[src/rtl/timer_pkg.sv]
// rtl/timer_pkg.sv - shared encodings for the timer_dev countdown timer
package timer_pkg;

  // Counting FSM states
  typedef enum logic [1:0] {
    IDLE = 2'd0,
    LOAD = 2'd1,
    CNT  = 2'd2,
    INT  = 2'd3
  } state_e;

  // Register word offsets, decoded from addr[3:2]
  localparam logic [1:0] OFF_CTRL   = 2'd0;
  localparam logic [1:0] OFF_PRESET = 2'd1;
  localparam logic [1:0] OFF_COUNT  = 2'd2;

  // MODE field values; 2'b1x falls back to one-shot
  localparam logic [1:0] MODE_ONESHOT = 2'b00;
  localparam logic [1:0] MODE_RELOAD  = 2'b01;

  // CTRL bit positions
  localparam int CTRL_EN      = 0;
  localparam int CTRL_MODE_LO = 1;
  localparam int CTRL_MODE_HI = 2;
  localparam int CTRL_IM      = 3;

  // Expand per-byte enables into a 32-bit bit mask
  function automatic logic [31:0] lane_mask(input logic [3:0] be);
    lane_mask = {{8{be[3]}}, {8{be[2]}}, {8{be[1]}}, {8{be[0]}}};
  endfunction

endpackage

[src/rtl/timer_dev.sv]
// rtl/timer_dev.sv - memory-mapped countdown timer with irq; TIMER_BYTE_WRITE_EN enables byte-lane writes
module timer_dev
  import timer_pkg::*;
#(
  parameter int ADDR_W = 4
) (
  input  logic              clk,
  input  logic              reset,
  input  logic [ADDR_W-1:0] addr,
  input  logic              we,
  input  logic [3:0]        byteen,
  input  logic [31:0]       wdata,
  output logic [31:0]       rdata,
  output logic              irq
);

  state_e      state_q, state_d;
  logic [3:0]  ctrl_q, ctrl_d;
  logic [31:0] preset_q, preset_d;
  logic [31:0] count_q, count_d;
  logic        irq_flag_q, irq_flag_d;
  logic        irq_q, irq_d;

  logic [1:0]  off;
  logic        wr_ok;
  logic [31:0] wmask;
  logic        ctrl_wr;
  logic        preset_wr;
  logic [3:0]  ctrl_w;
  logic        unused_addr;

  // Only addr[3:2] selects a register; low byte-offset bits are don't-care
  assign unused_addr = ^addr;

  // Decode bus writes and form the software-written CTRL value
  always_comb begin
    off = addr[3:2];
`ifdef TIMER_BYTE_WRITE_EN
    wr_ok = we & (|byteen);
    wmask = lane_mask(byteen);
`else
    wr_ok = we & (byteen == 4'b1111);
    wmask = '1;
`endif
    ctrl_wr   = wr_ok && (off == OFF_CTRL);
    preset_wr = wr_ok && (off == OFF_PRESET);
    ctrl_w    = ctrl_wr ? ((ctrl_q & ~wmask[3:0]) | (wdata[3:0] & wmask[3:0])) : ctrl_q;
  end

  // Next-state logic; LOAD/CNT see the freshly written EN so a disable takes effect at once
  always_comb begin
    state_d    = state_q;
    ctrl_d     = ctrl_w;
    preset_d   = preset_wr ? ((preset_q & ~wmask) | (wdata & wmask)) : preset_q;
    count_d    = count_q;
    irq_flag_d = ctrl_wr ? 1'b0 : irq_flag_q;
    case (state_q)
      IDLE: begin
        if (ctrl_q[CTRL_EN]) state_d = LOAD;
      end
      LOAD: begin
        if (!ctrl_w[CTRL_EN]) begin
          state_d = IDLE;
        end else begin
          count_d = preset_q;
          state_d = CNT;
        end
      end
      CNT: begin
        if (!ctrl_w[CTRL_EN]) begin
          state_d = IDLE;
        end else if (count_q > 32'd1) begin
          count_d = count_q - 32'd1;
        end else begin
          count_d    = 32'd0;
          irq_flag_d = 1'b1;
          state_d    = INT;
        end
      end
      INT: begin
        state_d = IDLE;
        if (ctrl_q[CTRL_MODE_HI:CTRL_MODE_LO] == MODE_RELOAD) begin
          irq_flag_d = 1'b0;
        end else if (!ctrl_wr) begin
          ctrl_d[CTRL_EN] = 1'b0;
        end
      end
      default: state_d = IDLE;
    endcase
    irq_d = ctrl_d[CTRL_IM] & irq_flag_d;
  end

  // State registers with synchronous reset
  always_ff @(posedge clk) begin
    if (reset) begin
      state_q    <= IDLE;
      ctrl_q     <= 4'd0;
      preset_q   <= 32'd0;
      count_q    <= 32'd0;
      irq_flag_q <= 1'b0;
      irq_q      <= 1'b0;
    end else begin
      state_q    <= state_d;
      ctrl_q     <= ctrl_d;
      preset_q   <= preset_d;
      count_q    <= count_d;
      irq_flag_q <= irq_flag_d;
      irq_q      <= irq_d;
    end
  end

  // Combinational register readback
  always_comb begin
    case (off)
      OFF_CTRL:   rdata = {28'd0, ctrl_q};
      OFF_PRESET: rdata = preset_q;
      OFF_COUNT:  rdata = count_q;
      default:    rdata = 32'd0;
    endcase
  end

  assign irq = irq_q;

endmodule

[config.mk]
export PLATFORM = sky130hd
export DESIGN_NAME = timer_dev
export DESIGN_NICKNAME = d
export VERILOG_FILES = /design/src/rtl/timer_pkg.sv /design/src/rtl/timer_dev.sv
export SDC_FILE = /design/constraint.sdc
export NUM_CORES = 1
export LEC_CHECK = 0
export ABC_AREA = 0
export BUFFER_PORTS_ARGS = -buffer_cell sky130_fd_sc_hd__buf_2
export CORE_MARGIN = 1.5
export CORE_UTILIZATION = 45
export CTS_BUF_LIST = sky130_fd_sc_hd__clkbuf_8
export CTS_CLUSTER_SIZE = 24
export DETAILED_ROUTE_END_ITERATION = 10
export PLACE_DENSITY = 0.67
export SYNTH_ARGS = -nofsm -noshare
export SYNTH_HDL_FRONTEND = slang
export SYNTH_SLANG_ARGS = --single-unit
[constraint.sdc]
create_clock -name clk -period 2.3 [get_ports clk]
set_input_delay 0.46 -clock clk [delete_from_list [all_inputs] [get_ports clk]]
set_output_delay 0.46 -clock clk [all_outputs]
set_load 0.005 [all_outputs]
==> impl_metrics.yaml, run 1 <==
grt:
  antenna_found_initial: 0
  grt_max_degree: 69
  grt_pass1_wl_um: 20600
  overflow: 0
  gr-usage-all-layers_pct: 25.7
  grt_pass1_vias: 4117
synth:
  synth_area_mm2: 0.00423
  seq_area_frac_synth_pct: 34.1
  synth-main-ff-cell: "dfxtp_1"
  synth_compound_area_share_pct: 28.9
  async_reset_ff_share_pct: 0
  syn_nets: 575
  yosysWarnings: 0
  synth-adder-area-share_pct: 0.592
  synth-seq-cells: 72
  synth_top_family_by_area: "compound AO/OA/AOI/OAI gates"
  synthXorXnorAreaFrac_pct: 0.207
  synth.area.mux_share_pct: 2.13
  synth-simple-area-share_pct: 27.4
  yosysUniqueCellTypes: 67
  syn_inst: 530
  syn_area_per_cell_um2: 7.98
  synth_edf_count: 0
power:
  peakVddDrop_mv: 0.355
  leakage_nw: 2.04
  total_power_mw: 2.32
  p_per_area_mw_per_mm2: 463
route:
  viasPerCell: 6.06
  dr.pass1.iters: 5
  wl_um: 12400
  route.detailed.drc: 0
  ant_nets: 0
  vias: 4353
  wire_per_inst_um: 17.2
  drtIter0Drc: 233
finish:
  area_growth_pct: 18.5
  fillCellCount: 892
  drive_above_1_share_pct: 24.9
  final_cells: 718
  fin_nets: 647
  final_common_cell: "nand2_1"
  antenna_cells: 0
  layout_common_cells: "nand2_1 (94), buf_2 (73), dfxtp_1 (72), a21oi_1 (47), buf_4 (33)"
floorplan:
  core_area_mm2: 0.00920
  fp.dieH_um: 100
  io_pins: 76
  start_util_pct: 46.0
  die_w_um: 100
  rows: 35
  dieArea_mm2: 0.00999
place:
  numPortBuffers: 73
  dp_hpwl_um: 8500
  dpl.cell_count: 702
  dp_slack_ns: -0.0347
  gp_congestion: 0.918
setup_path:
  critPathMaxFanout: 8
  cp-start-kind: "flip-flop"
  crit_chain: "nor3_4, and4_1, nand4_2, or4b_1, a31oi_1"
  crit_path_end_kind: "flip-flop"
  critPathTopFamily: "simple AND/OR/NAND/NOR gates"
  crit_arrival_ns: 2.47
  worst_path_max_delay_cell: "and4_1"
  slowest_delay_ns: 0.50
  crit_required_ns: 2.57
  path_class: "reg -> reg"
  cp_num_buf_inv: 0
sta:
  setup_viol: 0
  skew_ns: 0.00723
  rsz0062_at_grt: "false"
  slew_viol_final: 0
  relSlewSlack_pct: 35.0
  finalHoldViolCount: 0
  post-route-period-util_pct: 95.5
  fin_setup_tns_ns: 0
  timing.final.ws_setup_ns: 0.102
  tightestPinTransition_ns: 0.972
  max_freq_ghz: 0.455
  period_minus_slack_ns: 2.20
clock_tree:
  cts_tree: "done"
  htree_levels: 3
  numCtsBuffers: 9
  path_clk_slew_ns: 0.08
  clockRootBuffer: "clkbuf_8"
  clkSinkCount: 72
  cts_hold_buf: 0
  insertion_delay_ns: 0.35
  cts_max_path_buffers: 2
  post_cts_buffers: 0
run_status:
  status: "complete, no violations"
flow_run:
  max-cap-violations: 0
min_path:
  hp-class: "in -> reg"
-- cell usage after synthesis, types with 2 or more instances --
master     instances  area [um2]
a2111oi_0          7        61.3
a211oi_1           5        37.5
a21o_1             2        15.0
a21oi_1           47         235
a221oi_1           2        17.5
a22o_1            27         236
a22oi_1            6        45.0
a31oi_1           19         119
a32oi_1           10        87.6
and2_1             8        50.1
and3_1             2        12.5
and4_1             3        26.3
buf_1              2        7.51
buf_2              9        45.0
buf_4              2        15.0
buf_6              3        33.8
clkbuf_1          31         116
dfxtp_1           72        1440
ha_1               2        25.0
inv_1             18        67.6
mux2i_1            9        90.1
nand2_1           94         353
nand2b_1           3        18.8
nand3_1           19        95.1
nand3b_1           3        22.5
nand4_1           11        68.8
nor2_1            24        90.1
nor2b_1            3        18.8
nor3_1             6        30.0
nor3_4             4        65.1
nor3b_1            2        15.0
nor4_4             3        63.8
o211a_1            2        20.0
o211ai_1           2        15.0
o21ai_0           13        65.1
o22ai_1            2        12.5
o311a_1            2        20.0
o32ai_1           11        96.3
o41a_1             2        22.5
or2_2              3        18.8
or3_1              2        12.5
or4_1              7        52.6
or4_4              2        22.5
-- per-stage QoR --
step | instance area, um2 | utilization, % | hold WS (ns)
floorplan | 4230 | - | 0.445
global placement | 4810 | 52.3 | 0.459
detailed placement | 4810 | 52.3 | 0.459
CTS | 5000 | 54.4 | 0.337
global route | 5010 | 54.5 | 0.346
finish | 5010 | 54.5 | 0.339
-- registers in the layout, summed over array words and instances (netlist names) --
register    flops
ctrl_q          4
preset_q       32
count_q        32
irq_flag_q      1
state_q         2
irq             1
-- final timing paths --
check	startpoint	endpoint	slack [ns]	depth (start not counted)
setup reg to reg	count_q[10]	count_q[30]	0.10	5
setup / recovery	count_q[10]	count_q[30]	0.10	5
hold reg to reg	preset_q[18]	preset_q[18]	0.47	2
hold / removal	wdata[29]	preset_q[29]	0.34	3
-- kinds of logic after synthesis --
logic type / after synthesis
adders and majority gates: 2
buffers and inverters: 65
AOI/OAI and AO/OA: 170
and+or+nand+nor: 211
xor gates and xnor gates: 1
DFF: 72
muxes: 9
-- metal layers --
metal  up-vias  GRT usage (%)  routed length (um)
met5         -              0                   0
met4         0           7.58                 211
met3        25           5.22                 716
met2       156           41.3                5810
met1      2042           34.9                5620
li1       2130              -                   -
-- worst min-delay path, stage by stage --
cell and delay (ns):
buf_2 0.10, nand2_1 0.04, a21oi_1 0.05
-- report_power, final --
group	switching, mW	internal (mW)	leakage [nW]	total [mW]
sequential	0.00223	1.25	0.580	1.25
combinational	0.0672	0.0452	1.35	0.112
clock	0.489	0.472	0.103	0.960
total	0.558	1.76	2.04	2.32
-- cell type report --
cell class	count	area (um2)	share of cell area, %
sequential	72	1440	28.8
multi-input combinational	393	2530	50.4
clock buffer	12	165	3.30
tap	111	139	2.77
timing repair buffer	108	653	13.0
clock inverter	4	18.8	0.375
inverter	18	67.6	1.35
-- repair_timing --
item	CTS	global route
pin swaps	0	1
gates resized for setup	1	2
endpoints found under the setup margin	11	5
(Power assumes the default switching activity.)
==> run 2: changes to the inputs <==
PLACE_DENSITY = default   (was 0.67)
PLACE_DENSITY_LB_ADDON = 0.15   (was default)
==> impl_metrics.yaml, run 2 (synthesized netlist as in run 1, its figures left out) <==
finish:
  top_regs: "count_q: 32 flops, preset_q: 32 flops, ctrl_q: 4 flops"
  antenna_cells: 0
  fin_nets: 651
  layout_common_cells: "nand2_1 (94), buf_2 (73), dfxtp_1 (72), a21oi_1 (47), buf_4 (37)"
  stdcell_area_mm2: 0.00507
  area_growth_pct: 19.9
  drive_above_1_share_pct: 25.4
  final_common_cell: "nand2_1"
grt:
  grt_pass1_vias: 4284
  antenna_found_initial: 0
  overflow: 0
  grt_max_degree: 44
  gr-usage-all-layers_pct: 26.0
  grt_pass1_wl_um: 20800
clock_tree:
  cts_max_path_buffers: 2
  post_cts_buffers: 0
  cts_hold_buf: 0
  clockRootBuffer: "clkbuf_8"
  path_clk_slew_ns: 0.08
  cts_tree: "done"
  htree_levels: 3
  clkSinkCount: 72
  numCtsBuffers: 9
  insertion_delay_ns: 0.35
route:
  wl_um: 12600
  wire_per_inst_um: 17.5
  dr.pass1.iters: 5
  drtIter0Drc: 231
  vias: 4400
  viasPerCell: 6.09
  ant_nets: 0
  route.detailed.drc: 0
setup_path:
  crit_arrival_ns: 2.45
  r2r_slack_ns: 0.13
  critPathMaxFanout: 6
  crit_path_end_kind: "flip-flop"
  path_class: "reg -> reg"
  crit_required_ns: 2.58
  r2r-start: "count_q[0]"
  cp-start-kind: "flip-flop"
  r2r-end: "count_q[30]"
  reg2reg_depth: 7
power:
  p_per_area_mw_per_mm2: 507
  leakage_nw: 2.06
  total_power_mw: 2.57
  peakVddDrop_mv: 0.250
run_status:
  status: "complete, no violations"
place:
  place_area_mm2: 0.00483
  gp_congestion: 0.874
  dp_hpwl_um: 8760
  numPortBuffers: 73
sta:
  relSlewSlack_pct: 66.8
  setup_viol: 0
  post-route-period-util_pct: 94.5
  slew_viol_final: 0
  skew_ns: 0.00945
  rsz0062_at_grt: "false"
  fin_setup_tns_ns: 0
  period_minus_slack_ns: 2.17
  finalHoldViolCount: 0
  tightestPinTransition_ns: 0.496
  max_freq_ghz: 0.460
min_path:
  min_from: "wdata[20]"
  whs_path_depth: 3
  hp-class: "in -> reg"
  min_to: "preset_q[20]"
floorplan:
  core_area_mm2: 0.00920
  die_w_um: 100
  io_pins: 76
  fp.dieH_um: 100
  dieArea_mm2: 0.00999
  rows: 35
  start_util_pct: 46.0
flow_run:
  max-cap-violations: 0
==> run 2: layout make-up <==
| class | count | area (um2) |
|---|---|---|
| flip-flops and latches | 72 | 1440 |
| fillers | 932 | 4130 |
| multi-input cells | 393 | 2510 |
| well taps | 111 | 139 |
| clock inverters | 4 | 75.1 |
| inverters | 18 | 67.6 |
| clock buffers | 12 | 165 |
| repair buffers | 112 | 674 |
==> run 2: power breakdown <==
group          internal [mW]  switching (mW)
combinational         0.0453          0.0670
sequential              1.25         0.00234
clock                  0.700           0.507
total                   1.99           0.576
==> run 2: how the worst max path moves through the flow <==
stage,startpoint,endpoint,slack [ns]
4_1_cts,count_q[0],count_q[30],0.13
2_1_floorplan,addr[3],count_q[25],0.28
3_3_place_gp,count_q[0],count_q[30],0.21
5_1_grt,count_q[0],count_q[30],0.007
6_report,count_q[0],count_q[30],0.13
3_5_place_dp,count_q[0],count_q[30],0.15
==> run 2: layer usage <==
| layer | vias up | routed length (um) | global-route usage [%] |
|---|---|---|---|
| met5 | - | 0 | 0 |
| met4 | 0 | 301 | 11.1 |
| met3 | 27 | 703 | 3.27 |
| met2 | 151 | 5870 | 42.6 |
| met1 | 2085 | 5760 | 34.6 |
| li1 | 2137 | - | - |
==> run 2: critical path: stages, from the launching register on <==
cell and delay (ns):
dfxtp_1 0.38, inv_1 0.12, ha_1 0.24, or3b_2 0.51
nor2_2 0.12, nand4_2 0.10, or4b_1 0.47, a31oi_1 0.16
==> run 2: metrics by stage <==
step                setup WS, ns  utilization (%)  std cells  hold slack, ns
finish                     0.127             55.1        722           0.333
detailed placement         0.154             52.5        706           0.465
floorplan                  0.281                -        530           0.445
global placement           0.205             52.5        706           0.458
CTS                        0.131             55.1        722           0.317
global route             0.00722             55.1        722           0.332
==> run 2: timing repair <==
action | in CTS | in global routing
setup endpoints to repair | 0 | 2
resized for setup | 0 | 1
endpoints found under the hold margin | 0 | 0
